### src/rtl/ifu_next_pc_pkg.sv
// Shared constants and types for the fetch-side next-PC logic.
// Holds the address map defaults, decoder opcode/funct values and the next-PC source encoding.
package ifu_next_pc_pkg;

  localparam logic [31:0] RESET_PC_DEF  = 32'h0000_3000;
  localparam logic [31:0] EXC_ENTRY_DEF = 32'h0000_4180;
  localparam logic [31:0] IM_BASE_DEF   = 32'h0000_3000;
  localparam logic [31:0] IM_LIMIT_DEF  = 32'h0000_6FFC;

  localparam logic [5:0] OP_SPECIAL  = 6'h00;
  localparam logic [5:0] OP_J        = 6'h02;
  localparam logic [5:0] OP_JAL      = 6'h03;
  localparam logic [5:0] OP_BEQ      = 6'h04;
  localparam logic [5:0] OP_BNE      = 6'h05;
  localparam logic [5:0] OP_COP0     = 6'h10;
  localparam logic [5:0] FUNCT_JR    = 6'h08;
  localparam logic [5:0] FUNCT_JALR  = 6'h09;
  localparam logic [5:0] FUNCT_ERET  = 6'h18;

  typedef enum logic [2:0] {
    SEL_EXC  = 3'd0,
    SEL_HOLD = 3'd1,
    SEL_ERET = 3'd2,
    SEL_JR   = 3'd3,
    SEL_JUMP = 3'd4,
    SEL_BR   = 3'd5,
    SEL_SEQ  = 3'd6
  } npc_sel_e;

  function automatic logic fetch_addr_err(input logic [31:0] pc,
                                          input logic [31:0] lo,
                                          input logic [31:0] hi);
    return (pc[1:0] != 2'b00) | (pc < lo) | (pc > hi);
  endfunction

endpackage

### src/rtl/ifu_next_pc_if.sv
// D-stage control inputs and F-stage outputs exchanged with the next-PC block.
interface ifu_next_pc_if;
  logic        stall;
  logic        is_br;
  logic        br;
  logic        jump;
  logic        jr;
  logic        eret;
  logic [31:0] pc_d;
  logic [15:0] imm16;
  logic [25:0] index26;
  logic [31:0] rs_val;
  logic        exc_req;
  logic [31:0] epc;
  logic [31:0] pc_f;
  logic        bd_f;
  logic        adel_f;
  logic        flush_d;

  modport master (
    output stall, is_br, br, jump, jr, eret, pc_d, imm16, index26, rs_val, exc_req, epc,
    input  pc_f, bd_f, adel_f, flush_d
  );

  modport slave (
    input  stall, is_br, br, jump, jr, eret, pc_d, imm16, index26, rs_val, exc_req, epc,
    output pc_f, bd_f, adel_f, flush_d
  );
endinterface

### src/rtl/ifu_target_calc.sv
// Combinational control-transfer targets for the instruction sitting in D.
module ifu_target_calc (
  input  logic [31:0] pc_d,
  input  logic [15:0] imm16,
  input  logic [25:0] index26,
  input  logic [31:0] rs_val,
  output logic [31:0] br_target,
  output logic [31:0] j_target,
  output logic [31:0] jr_target
);

  // Branch offset is relative to the delay-slot address and wraps modulo 2^32.
  assign br_target = pc_d + 32'd4 + {{14{imm16[15]}}, imm16, 2'b00};
  assign j_target  = {pc_d[31:28], index26, 2'b00};
  assign jr_target = rs_val;

endmodule

### src/rtl/ifu_next_pc.sv
// F-stage PC register with prioritised next-PC selection, delay-slot flag,
// fetch address-error detection and the eret squash signal for D.
module ifu_next_pc
  import ifu_next_pc_pkg::*;
#(
  parameter logic [31:0] RESET_PC  = RESET_PC_DEF,
  parameter logic [31:0] EXC_ENTRY = EXC_ENTRY_DEF,
  parameter logic [31:0] IM_BASE   = IM_BASE_DEF,
  parameter logic [31:0] IM_LIMIT  = IM_LIMIT_DEF
) (
  input  logic         clk,
  input  logic         reset,
  ifu_next_pc_if.slave bus
);

  logic [31:0] pc_r;
  logic        bd_r;
  logic [31:0] pc_next_s;
  logic        bd_next_s;
  logic [31:0] br_target_s;
  logic [31:0] j_target_s;
  logic [31:0] jr_target_s;
  npc_sel_e    sel_s;

  ifu_target_calc u_target_calc (
    .pc_d      (bus.pc_d),
    .imm16     (bus.imm16),
    .index26   (bus.index26),
    .rs_val    (bus.rs_val),
    .br_target (br_target_s),
    .j_target  (j_target_s),
    .jr_target (jr_target_s)
  );

  // Source priority: exception beats stall, so a flush can never be frozen out.
  always_comb begin
    sel_s = SEL_SEQ;
    if (bus.exc_req) begin
      sel_s = SEL_EXC;
    end else if (bus.stall) begin
      sel_s = SEL_HOLD;
    end else if (bus.eret) begin
      sel_s = SEL_ERET;
    end else if (bus.jr) begin
      sel_s = SEL_JR;
    end else if (bus.jump) begin
      sel_s = SEL_JUMP;
    end else if (bus.is_br & bus.br) begin
      sel_s = SEL_BR;
    end else begin
      sel_s = SEL_SEQ;
    end
  end

  // Next PC and delay-slot flag; a not-taken branch still marks its slot.
  always_comb begin
    pc_next_s = pc_r + 32'd4;
    bd_next_s = bus.is_br | bus.jump | bus.jr;
    case (sel_s)
      SEL_EXC: begin
        pc_next_s = EXC_ENTRY;
        bd_next_s = 1'b0;
      end
      SEL_HOLD: begin
        pc_next_s = pc_r;
        bd_next_s = bd_r;
      end
      SEL_ERET: begin
        pc_next_s = bus.epc;
        bd_next_s = 1'b0;
      end
      SEL_JR:   pc_next_s = jr_target_s;
      SEL_JUMP: pc_next_s = j_target_s;
      SEL_BR:   pc_next_s = br_target_s;
      SEL_SEQ:  pc_next_s = pc_r + 32'd4;
      default:  pc_next_s = pc_r + 32'd4;
    endcase
  end

  // PC and delay-slot state register.
  always_ff @(posedge clk or posedge reset) begin
    if (reset) begin
      pc_r <= RESET_PC;
      bd_r <= 1'b0;
    end else begin
      pc_r <= pc_next_s;
      bd_r <= bd_next_s;
    end
  end

  assign bus.pc_f    = pc_r;
  assign bus.bd_f    = bd_r;
  assign bus.adel_f  = fetch_addr_err(pc_r, IM_BASE, IM_LIMIT);
  // eret has no delay slot, so the instruction behind it must not reach D.
  assign bus.flush_d = bus.eret & ~bus.stall & ~bus.exc_req;

endmodule

### src/flat_wrapper.sv
// flat-port wrapper written by rule: the top's interface ports become plain ports
module ifu_next_pc_flat import ifu_next_pc_pkg::*;
#(
  parameter logic [31:0] RESET_PC  = RESET_PC_DEF,
  parameter logic [31:0] EXC_ENTRY = EXC_ENTRY_DEF,
  parameter logic [31:0] IM_BASE   = IM_BASE_DEF,
  parameter logic [31:0] IM_LIMIT  = IM_LIMIT_DEF
)
  (clk, reset, bus_stall, bus_is_br, bus_br, bus_jump, bus_jr, bus_eret, bus_pc_d, bus_imm16, bus_index26, bus_rs_val, bus_exc_req, bus_epc, bus_pc_f, bus_bd_f, bus_adel_f, bus_flush_d);
  ifu_next_pc_if bus_i ();
  input  logic clk;
  input  logic reset;
  input wire logic [$bits(bus_i.stall)-1:0] bus_stall;
  input wire logic [$bits(bus_i.is_br)-1:0] bus_is_br;
  input wire logic [$bits(bus_i.br)-1:0] bus_br;
  input wire logic [$bits(bus_i.jump)-1:0] bus_jump;
  input wire logic [$bits(bus_i.jr)-1:0] bus_jr;
  input wire logic [$bits(bus_i.eret)-1:0] bus_eret;
  input wire logic [$bits(bus_i.pc_d)-1:0] bus_pc_d;
  input wire logic [$bits(bus_i.imm16)-1:0] bus_imm16;
  input wire logic [$bits(bus_i.index26)-1:0] bus_index26;
  input wire logic [$bits(bus_i.rs_val)-1:0] bus_rs_val;
  input wire logic [$bits(bus_i.exc_req)-1:0] bus_exc_req;
  input wire logic [$bits(bus_i.epc)-1:0] bus_epc;
  output wire logic [$bits(bus_i.pc_f)-1:0] bus_pc_f;
  output wire logic [$bits(bus_i.bd_f)-1:0] bus_bd_f;
  output wire logic [$bits(bus_i.adel_f)-1:0] bus_adel_f;
  output wire logic [$bits(bus_i.flush_d)-1:0] bus_flush_d;
  assign bus_i.stall = bus_stall;
  assign bus_i.is_br = bus_is_br;
  assign bus_i.br = bus_br;
  assign bus_i.jump = bus_jump;
  assign bus_i.jr = bus_jr;
  assign bus_i.eret = bus_eret;
  assign bus_i.pc_d = bus_pc_d;
  assign bus_i.imm16 = bus_imm16;
  assign bus_i.index26 = bus_index26;
  assign bus_i.rs_val = bus_rs_val;
  assign bus_i.exc_req = bus_exc_req;
  assign bus_i.epc = bus_epc;
  assign bus_pc_f = bus_i.pc_f;
  assign bus_bd_f = bus_i.bd_f;
  assign bus_adel_f = bus_i.adel_f;
  assign bus_flush_d = bus_i.flush_d;
  ifu_next_pc #(.RESET_PC(RESET_PC), .EXC_ENTRY(EXC_ENTRY), .IM_BASE(IM_BASE), .IM_LIMIT(IM_LIMIT)) u_core (.clk(clk), .reset(reset), .bus(bus_i));
endmodule
### config.mk
export PLATFORM = sky130hd
export DESIGN_NAME = ifu_next_pc_flat
export DESIGN_NICKNAME = d
export VERILOG_FILES = /design/src/rtl/ifu_next_pc_pkg.sv /design/src/rtl/ifu_next_pc_if.sv /design/src/rtl/ifu_target_calc.sv /design/src/rtl/ifu_next_pc.sv /design/src/flat_wrapper.sv
export SDC_FILE = /design/constraint.sdc
export NUM_CORES = 1
export LEC_CHECK = 0
export BUFFER_PORTS_ARGS = -buffer_cell sky130_fd_sc_hd__buf_2
export CAP_MARGIN = 20
export CORE_ASPECT_RATIO = 0.5
export CORE_MARGIN = 3
export CORE_UTILIZATION = 48
export CTS_BUF_LIST = sky130_fd_sc_hd__clkbuf_4 sky130_fd_sc_hd__clkbuf_8
export CTS_CLUSTER_DIAMETER = 80
export DETAILED_ROUTE_END_ITERATION = 12
export GPL_TIMING_DRIVEN = 1
export PLACE_DENSITY = 0.86
export SLEW_MARGIN = 10
export SYNTH_ARGS = -nofsm -noshare
export SYNTH_HDL_FRONTEND = slang
export SYNTH_HIERARCHICAL = 1
export SYNTH_SLANG_ARGS = --single-unit
### constraint.sdc
create_clock -name clk -period 1.7 [get_ports clk]
set_input_delay 0.085 -clock clk [delete_from_list [all_inputs] [get_ports clk]]
set_output_delay 0.085 -clock clk [all_outputs]
set_load 0.01 [all_outputs]
Word-level counts from Yosys, hierarchy flattened:

Index checks and enable logic that the tools add are counted.

* register bits after elaboration: 33

* $add $sub $neg: 3
* order comparisons: 2
* eq/ne operators: 5
* mux-type cells: 8
* bitwise gates (word level): 9
* reductions and logical operators: 3

Operators by type and width (count)
* one-hot mux 32 bit (6 select lines): 1
* adder 32 x 3 -> 32 bit, second input constant: 2
* adder 32 bit: 1
* > comparator 32 x 15 -> 1 bit, second input constant: 1
* < comparator 32 x 14 -> 1 bit, second input constant: 1
* 2-to-1 mux 3 bit: 5
* equality test 3 x 2 -> 1 bit, second input constant: 2
* equality test 3 bit, second input constant: 2
* bitwise OR 1 bit: 4
* AND 1 bit: 3
* equality test 3 x 1 -> 1 bit, second input constant: 1
* logical NOT 3 bit: 1
* 2-to-1 mux 2 bit: 1
* NOT 1 bit: 2
* one-hot mux 1 bit (2 select lines): 1
* nonzero test 2 bit: 1
* OR reduction 2 bit: 1

Logic depth before layout (Yosys ltp):

Gate-level depths: netlist of the first run.

* depth in word-level cells: 10
* gate-level depth with buffers: 16
* gate-level depth less buffers: 16

Hierarchy:

The synthesis of the first run kept the hierarchy.

Modules (own cells, without submodules)
* ifu_next_pc: times used 1, cells each 399, area an instance 3120.5 um^2, seq. area each 828.3 um^2
* ifu_target_calc: times used 1, cells each 303, area an instance 2366.0 um^2, seq. area each 0.0 um^2

Worst setup path after synthesis of the first run:

Ideal clock, no wire load.

* path type: input to register
* start point: input bus_pc_d[3]
* end point: register u_core.pc_r[19], in the netlist u_core/bus.pc_f[19]
* setup time: 0.079 ns
* data arrival time: 2.740 ns
* required time: 1.621 ns
* setup slack: -1.119 ns
* cell stages on the path: 14
* cells stage by stage: ha_1 -> ha_1 -> fa_1 -> a211oi_1 -> o21ai_0 -> a31oi_1 -> a21oi_1 -> nand2b_1 -> a21oi_1 -> xnor2_1 -> a22oi_1 -> o22a_1 -> nor2_1 -> a2bb2oi_1

* longest elaborated chain between the ends: 3

Ends and longest elaborated chain
* start: declaration: line flat_wrapper.sv:19 `input wire logic [$bits(bus_i.pc_d)-1:0] bus_pc_d;`
* adder 32 x 3 -> 32 bit: line ifu_target_calc.sv:13 `assign br_target = pc_d + 32'd4 + {{14{imm16[15]}}, imm16, 2'b00};`
* adder 32 bit: line ifu_target_calc.sv:13
* via u_core.br_target_s[19]: line ifu_next_pc.sv:20 `logic [31:0] br_target_s;`
* one-hot mux 32 bit (6 select lines): line ifu_next_pc.sv:59 `case (sel_s)`
* end signal: assignment: line ifu_next_pc.sv:86 `pc_r <= pc_next_s;`
* end: declaration: line ifu_next_pc.sv:16 `logic [31:0] pc_r;`

The timed path passes the listed nets, and every way through them passes these cells.
A chain may end at the register's enable or synchronous reset.

Worst setup path in the final report of the first run:

Same ends and word-level chain as after synthesis.

==> impl_metrics.tcl, run 1 <==
set metrics [dict create \
    hp-start "bus_epc[4]" \
    power_leakage_nw 3.87 \
    startpoint "bus_pc_d[3]" \
    grt_antenna_before_repair 0 \
    seqCellArea_um2 831 \
    irDropWorstVdd_uv 304 \
    yosysMostFrequentCell "buf_4" \
    synthCells 702 \
    netlist.area_leader.share_pct 14.1 \
    status "finished with violations" \
    setup-violations-final 28 \
    io_pins 182 \
    slew_viol_final 0 \
    critical-path-max-stage-delay_ns 0.43 \
    hpwl_um 16600 \
    worstSetupPathType "in2reg" \
    power_density_nw_per_um2 542 \
    core.rowCount 26 \
    yosysTopAreaCell "dfrtp_1" \
    rsz0062_at_grt "true" \
    ys_seq_area_share_pct 15.1 \
    route.detailed.drc 0 \
    final_antenna_net_count 0 \
    clk_pin_slew_worst_paths_ns 0.08 \
    dp_cells 1068 \
    diodes 0 \
    synth_common_cells "buf_4 (68), a21oi_1 (67), ha_1 (58), nand2_1 (39), nor2_1 (33)" \
    arrival_ns 2.89 \
    cts_tree "yes" \
    slew_headroom_pct 59.5 \
    dieArea_um2 12800 \
    ys_ff_latch 33 \
    routed_wl_um 24000 \
    fin_hold_ws_ns 0.0380 \
    grt_max_degree 34 \
    cts-root-buf "clkbuf_8" \
    cp-end-kind "register" \
    async_reset_ff_share_pct 100 \
    multi_input_area_um2 4960 \
    skew_ns 0.0139 \
    first_pass_iters 5 \
    grt_pass1_vias 6698 \
    die_h_um 81.6 \
    cts_buffer_depth 2 \
    ys_warn_count 6 \
    cp_slowest_cell "fa_2" \
    startpoint_type "primary input" \
    numCtsBuffers 5 \
    min_path_type "in2reg" \
    port_buffers 181 \
    grt_pass1_wl_um 33800 \
    syn_to_final_growth_pct 53.2 \
    die_x_um 157 \
    layout_min_cycle_time_ns 2.69 \
    critical_path_buf_inv_count 1 \
    fin_nets 1156 \
    h-tree-depth 2 \
    synthTopCellsByArea "dfrtp_1 (14%), ha_1 (13%), buf_4 (9.3%)" \
    r2r_start "u_core/bus.pc_f[12]" \
    clkSinkCount 33 \
    tightest_slew_ns 0.606 \
    grt.overflow.total 0 \
    violations "negative setup slack" \
    fin_crit_sh_pct 158 \
    crit_required_ns 1.90 \
    core_um2 10700 \
    synth-edff-count 0 \
    nFillCells 692 \
    stdcell_count 1091 \
    setup_ws_ns -0.986 \
    avgRoutedWirePerCell_um 22.0 \
    maxCapViolations 0 \
    worstPathCellList "buf_6 > ha_4 > ha_4 > fa_2 > a211oi_4 > o21ai_2 > a31oi_4 > a21oi_2 > nand2b_4 > a21oi_4 > xnor2_2 > a22oi_2 > o22a_1 > nor2_1 > a2bb2oi_1" \
    synth_cell_types 81 \
    crit_family "compound AO/OA/AOI/OAI gates" \
    syn_avg_cell_area_um2 7.82 \
    routed_via_density 6.52 \
    hold_viol_final 0 \
    fmax_ghz 0.372 \
    syn-cell-area_um2 5490 \
    grt_use_total_pct 32.7 \
    via_count 7118 \
    start_util_pct 51.4 \
    drive_above_1_share_pct 53.9 \
    dr.first_iter.drc_count 1009 \
    synth_ff_type "dfrtp_1" \
    gp_congestion 0.950 \
    cp_max_fo 3 \
    clk_latency_ns 0.30 \
    cp_common_cell "ha_4" \
]
==> layout make-up <==
cell class              count  area share [%]
clock buffers               7           0.998
repair buffers            349            27.2
well taps                 140            2.08
inverters                  17           0.789
clock inverters             1          0.0596
multi-input cells         544            59.0
flip-flops and latches     33            9.89
==> flip-flops by register name, summed over array words and instances, names as in the netlist <==
register         count
u_core/bus.bd_f      1
u_core/bus.pc_f     32
==> cell usage in the layout (no fill, tap or decap), drive strengths merged, types with 10 or more instances in the layout <==
cell type and instances:
nand2 39, a22oi 14, xor2 15, o21ai 44
and4 12, buf 348, dfrtp 31, nor2 35
nand3 24, ha 58, xnor2 17, a21oi 67
nor3 10, o21a 10, o22ai 19, and3 19
inv 17, a221oi 24, nand4 13, a21o 12
==> routing by layer <==
metal	vias to the layer above	routed length, um	share of wire [%]	global-route usage (%)
met5	-	0	0	0
met4	0	1290	5.4	13.0
met3	145	2260	9.4	4.58
met2	563	11000	46	56.0
met1	3309	9430	39	42.3
li1	3101	-	-	-
==> per-stage QoR <==
step                setup TNS (ns)  cell area (um2)  setup WS, ns  utilization [%]  power, mW
finish                      -19.46             8400        -0.986             78.8       4.55
detailed placement          -25.48             7430         -1.30             69.6       3.27
floorplan                   -12.12             5880        -0.754                -       2.34
CTS                         -15.73             8100        -0.845             75.9       4.18
global placement            -23.69             7430         -1.17             69.6       3.19
global route                -20.26             8400         -1.02             78.8       4.74
==> cells by family after synthesis <==
kind of cell	after synthesis	synth area share, %
compound gates	257	32.4
simple gates	194	19.8
buf+inv	126	14.0
fa+ha+maj	59	13.6
flops	33	15.1
xor+xnor	32	5.11
other cells	1	0.0683
==> worst register-to-register path, delay by kind of cell, from the launching register on <==
| kind | cells | cell delay (ns) |
|---|---|---|
| AO/OA/AOI/OAI | 2 | 0.33 |
| flip-flops | 1 | 0.53 |
| AND/OR/NAND/NOR | 3 | 0.67 |
| buffers and inverters | 1 | 0.18 |
==> timing repair <==
action | in CTS | in global routing
hold buffers | 1 | 0
buffers inserted | 16 | 9
endpoints found under the setup margin | 26 | 27
gates resized for setup | 93 | 58
pin swaps | 64 | 85
endpoints found under the hold margin | 31 | 0
==> power by group <==
group	internal (mW)	switching, mW	leakage (nW)
clock network	0.319	0.301	0.0491
logic	1.45	1.56	3.41
registers	0.852	0.0668	0.412
total	2.63	1.93	3.87
==> worst paths after layout <==
kind | endpoint | slack [ns] | cells after the start
hold / removal | u_core/bus.pc_f[4] | 0.04 | 3
setup reg to reg | u_core/bus.pc_f[24] | -0.14 | 6
setup / recovery | u_core/bus.pc_f[19] | -0.99 | 15
min in group asynchronous | u_core/bus.pc_f[5] | 0.42 | 4
max in group asynchronous | u_core/bus.pc_f[13] | 0.93 | 4
hold reg to reg | u_core/bus.pc_f[22] | 0.55 | 1
Power figures use the tool's default switching activity.
==> inputs of run 2 (changes only) <==
==> constraint.sdc (replaced) <==
create_clock -name clk -period 2.3 [get_ports clk]
set_input_delay 0.115 -clock clk [delete_from_list [all_inputs] [get_ports clk]]
set_output_delay 0.115 -clock clk [all_outputs]
set_load 0.01 [all_outputs]
==> impl_metrics.tcl, run 2 (synthesized netlist as in run 1, its figures left out) <==
set metrics [dict create \
    status "finished with violations" \
    violations "negative setup slack" \
    io_pins 182 \
    fmax_ghz 0.373 \
    arrival_ns 2.85 \
    clkSinkCount 33 \
    grt_max_degree 30 \
    dieArea_um2 12800 \
    avgRoutedWirePerCell_um 21.4 \
    layout_commonest_cell "buf_2" \
    hpwl_um 15800 \
    largest_register_ff_count 32 \
    setup_ws_ns -0.382 \
    routed_via_density 6.53 \
    tightest_slew_ns 0.697 \
    clk_latency_ns 0.29 \
    clk_pin_slew_worst_paths_ns 0.07 \
    die_x_um 157 \
    grt_antenna_before_repair 2 \
    grt_pass1_wl_um 32400 \
    h-tree-depth 2 \
    nFillCells 735 \
    core.rowCount 26 \
    rsz0062_at_grt "true" \
    cp-end-kind "register" \
    grt_use_total_pct 31.4 \
    gp_congestion 0.957 \
    power_leakage_nw 3.54 \
    cts_buffer_depth 2 \
    hold_viol_final 0 \
    irDropWorstVdd_uv 185 \
    cp_max_fo 7 \
    startpoint_type "primary input" \
    port_buffers 181 \
    grt_pass1_vias 6313 \
    dp_slack_ns -0.653 \
    power.total_mw 3.15 \
    die_h_um 81.6 \
    start_util_pct 51.4 \
    dr.first_iter.drc_count 867 \
    power_density_nw_per_um2 405 \
    syn_to_final_growth_pct 41.8 \
    min_path_type "in2reg" \
    layout_min_cycle_time_ns 2.68 \
    grt.overflow.total 0 \
    layout_common_cells "buf_2 (176), buf_4 (106), a21oi_1 (50), nand2_1 (36)" \
    reg2reg_slack_ns 0.33 \
    maxCapViolations 0 \
    via_count 6775 \
    worstSetupPathType "in2reg" \
    fin_nets 1101 \
    cts-root-buf "clkbuf_8" \
    setup-violations-final 22 \
    slew_viol_final 0 \
    routed_wl_um 22200 \
    fin_crit_sh_pct 117 \
    skew_ns 0.00697 \
    first_pass_iters 5 \
    core_um2 10700 \
    utilization_pct 72.9 \
    fin_hold_ws_ns 0.101 \
    cts_tree "yes" \
    drive_above_1_share_pct 50.1 \
    crit_required_ns 2.47 \
    final_antenna_net_count 0 \
    slew_headroom_pct 53.1 \
    route.detailed.drc 0 \
    numCtsBuffers 5 \
]
[run 2: cell types whose count changed in the layout (fill, tap and decap cells not counted), sizes merged]
cell / before / now
buf: 348 / 293
diode: 0 / 2
clkbuf: 7 / 8
clkinv: 1 / 0
[run 2: critical path, stage by stage]
cell	delay, ns
buf_4	0.16
ha_4	0.28
ha_4	0.20
and3_4	0.19
and3_1	0.19
a22oi_1	0.24
nand2_2	0.14
or2_4	0.29
buf_6	0.12
a31oi_4	0.15
xnor2_1	0.13
o22ai_1	0.11
o22a_1	0.26
a311oi_2	0.27
[run 2: through the flow]
stage               cell area (um2)  setup TNS, ns  instances
finish                         7780          -3.90       1038
floorplan                      5860          -1.00        703
global placement               6980          -8.99       1014
CTS                            7450          -2.45       1034
detailed placement             6980         -10.95       1014
global route                   7780          -5.47       1037
[run 2: where the power goes]
group	internal, mW	total, mW	leakage, nW	switching (mW)
Sequential	0.629	0.710	0.415	0.0805
Clock	0.250	0.458	0.0498	0.208
Combinational	0.969	1.99	3.07	1.02
[run 2: final timing paths]
| kind | start | endpoint | depth (start not counted) |
|---|---|---|---|
| setup / recovery | bus_imm16[15] | u_core/bus.pc_f[22] | 14 |
| hold / removal | bus_epc[4] | u_core/bus.pc_f[4] | 3 |
| setup reg to reg | u_core/bus.pc_f[6] | u_core/bus.pc_f[19] | 5 |
| hold reg to reg | u_core/bus.pc_f[5] | u_core/bus.pc_f[5] | 1 |
| max in group asynchronous | reset | u_core/bus.pc_f[12] | 4 |
| min in group asynchronous | reset | u_core/bus.pc_f[6] | 3 |
[run 2: layer usage]
| metal | vias to the layer above | wire, um | track usage (%) |
|---|---|---|---|
| met5 | - | 0 | 0 |
| met2 | 490 | 10400 | 54.4 |
| met1 | 3178 | 8600 | 41.5 |
| li1 | 3008 | - | - |
| met4 | 0 | 895 | 8.40 |
| met3 | 99 | 2270 | 4.42 |
[run 2: timing repair]
| action | 4_1_cts | 5_1_grt |
|---|---|---|
| gates resized for setup | 66 | 56 |
| endpoints found under the hold margin | 7 | 0 |
| hold buffers | 1 | 0 |
| pin swaps | 52 | 47 |
| buffers inserted | 12 | 3 |
| endpoints found under the setup margin | 20 | 23 |
[run 2: area by class of cell]
type	count	area, um2	share of cell area [%]
Antenna cell	2	5.00	0.0643
Clock buffer	8	91.3	1.17
Inverter	17	63.8	0.820
Multi-Input combinational cell	544	4800	61.7
Sequential cell	33	828	10.6
Tap cell	140	175	2.25
Timing Repair Buffer	294	1810	23.3
==> inputs of run 3 (changes only) <==
==> constraint.sdc (replaced) <==
create_clock -name clk -period 2.3 [get_ports clk]
set_input_delay 0.23 -clock clk [delete_from_list [all_inputs] [get_ports clk]]
set_output_delay 0.23 -clock clk [all_outputs]
set_load 0.01 [all_outputs]
==> impl_metrics.tcl, run 3 (synthesized netlist as in run 1, its figures left out) <==
set metrics [dict create \
    power.internal_mw 1.88 \
    largest_register_ff_count 32 \
    worstPathCellList "buf_6 > ha_4 > ha_4 > a2111oi_4 > o21a_1 > nor3_4 > and4_4 > or2_4 > a21oi_4 > xnor2_1 > nor3_1 > o31ai_2 > buf_4 > a41oi_2 > o22ai_1" \
    grt_use_met3_pct 4.84 \
    cp-end-kind "register" \
    fin_crit_sh_pct 125 \
    clkSinkCount 33 \
    layout_common_cells "buf_2 (176), buf_4 (113), a21oi_1 (49), nand2_1 (37), ha_4 (34)" \
    routed_via_density 6.62 \
    cp_slowest_cell "o31ai_2" \
    fmax_ghz 0.347 \
    die_x_um 157 \
    core_um2 10700 \
    min_path_type "in2async" \
    clk_pin_slew_worst_paths_ns 0.07 \
    setup_ws_ns -0.578 \
    grt_util_met1_pct 40.8 \
    grt_pass1_vias 6214 \
    dp_cells 1014 \
    cts_buffer_depth 2 \
    place_area_um2 7000 \
    crit_required_ns 2.51 \
    p_seq_share_pct 22.0 \
    status "finished with violations" \
    grt_pass1_wl_um 31600 \
    dr.first_iter.drc_count 838 \
    tightest_slew_ns 0.903 \
    cts_tree "yes" \
    first_pass_iters 5 \
    power_leakage_nw 3.59 \
    startpoint_type "primary input" \
    port_buffers 181 \
    arrival_ns 3.09 \
    stdcell_count 1046 \
    power_density_nw_per_um2 407 \
    grt_use_total_pct 30.8 \
    layout_commonest_cell "buf_2" \
    p_sw_share_pct 41.7 \
    final_antenna_net_count 0 \
    setup_tns_ns -6.14 \
    grt_max_degree 34 \
    grt_antenna_before_repair 2 \
    hpwl_um 15500 \
    h-tree-depth 2 \
    gp_congestion 0.977 \
    layout_min_cycle_time_ns 2.88 \
    numCtsBuffers 5 \
    p_switching_mw 1.35 \
    fin_nets 1108 \
    power_frac_comb_pct 63.4 \
    avgRoutedWirePerCell_um 21.4 \
    via_count 6928 \
    fin_hold_ws_ns 0.0211 \
    power.total_mw 3.23 \
    skew_ns 0.00347 \
    grt.overflow.total 0 \
    met2_usage_pct 52.1 \
    irDropWorstVdd_uv 208 \
    routed_wl_um 22300 \
    maxCapViolations 0 \
    clk_latency_ns 0.29 \
    setup-violations-final 23 \
    slew_headroom_pct 39.2 \
    busiest_layer "met2" \
    design_area_um2 7950 \
    critical-path-max-stage-delay_ns 0.33 \
    dieArea_um2 12800 \
    utilization_pct 74.5 \
    clockPowerShare_pct 14.6 \
    nFillCells 740 \
    cts-root-buf "clkbuf_8" \
    rsz0062_at_grt "true" \
    syn_to_final_growth_pct 44.8 \
    violations "negative setup slack" \
    die_h_um 81.6 \
    io_pins 182 \
    hold_viol_final 0 \
    slew_viol_final 0 \
    route.detailed.drc 0 \
    drive_above_1_share_pct 51.1 \
    cp_max_fo 5 \
    worstSetupPathType "in2reg" \
    start_util_pct 51.4 \
    core.rowCount 26 \
    cp_common_cell "ha_4" \
    dp_slack_ns -0.786 \
]
==> run 3: cell count changes in the layout (fill, tap and decap cells not counted), sizes merged <==
cell | previous run | this run
dlygate4sd3 | 1 | 0
diode | 2 | 3
buf | 293 | 301
==> run 3: metal layers <==
metal | vias to the layer above | part of all wire, %
met2 | 552 | 46
met1 | 3245 | 38
met5 | - | 0
met4 | 0 | 4.2
met3 | 112 | 12
li1 | 3019 | -
==> run 3: worst paths after layout <==
check / depth (start not counted) / endpoint / start / slack [ns]
max: 15 / u_core/bus.pc_f[24] / bus_pc_d[9] / -0.58
min: 3 / u_core/bus.pc_f[5] / reset / 0.02
max reg2reg: 6 / u_core/bus.pc_f[24] / u_core/bus.pc_f[2] / 0.22
min reg2reg: 1 / u_core/bus.pc_f[13] / u_core/bus.pc_f[13] / 0.55
max in group asynchronous: 3 / u_core/bus.pc_f[12] / reset / 1.93
min in group clk: 3 / u_core/bus.pc_f[4] / bus_epc[4] / 0.19
==> run 3: repair_timing <==
item                                   4_1_cts  5_1_grt
hold buffers                                 0        0
setup buffers                               13       11
pin swaps                                   65       45
gates resized for setup                     86       46
setup endpoints to repair                   23       24
endpoints found under the hold margin        0        0
==> run 3: worst max-delay path, delay by kind of cell <==
kind,cells,cell delay [ns]
AO/OA/AOI/OAI,6,1.37
XOR/XNOR,1,0.15
adder cells (fa/ha/maj),2,0.48
buffers and inverters,2,0.29
AND/OR/NAND/NOR,4,0.57
==> run 3: area by class of cell <==
class | count | area, um2 | area share (%)
multi-input cells | 544 | 4910 | 61.8
flip-flops and latches | 33 | 828 | 10.4
inverters | 17 | 63.8 | 0.803
diodes | 3 | 7.51 | 0.0945
clock buffers | 8 | 91.3 | 1.15
well taps | 140 | 175 | 2.20
repair buffers | 301 | 1870 | 23.6
==> run 3: power groups by stage <==
stage          clock, mW  sequential, mW  combinational, mW
2_1_floorplan          0           0.719               1.01
3_3_place_gp           0           0.713               1.55
3_5_place_dp           0           0.717               1.59
4_1_cts            0.473           0.706               1.78
5_1_grt            0.494           0.718               2.16
6_report           0.472           0.709               2.05
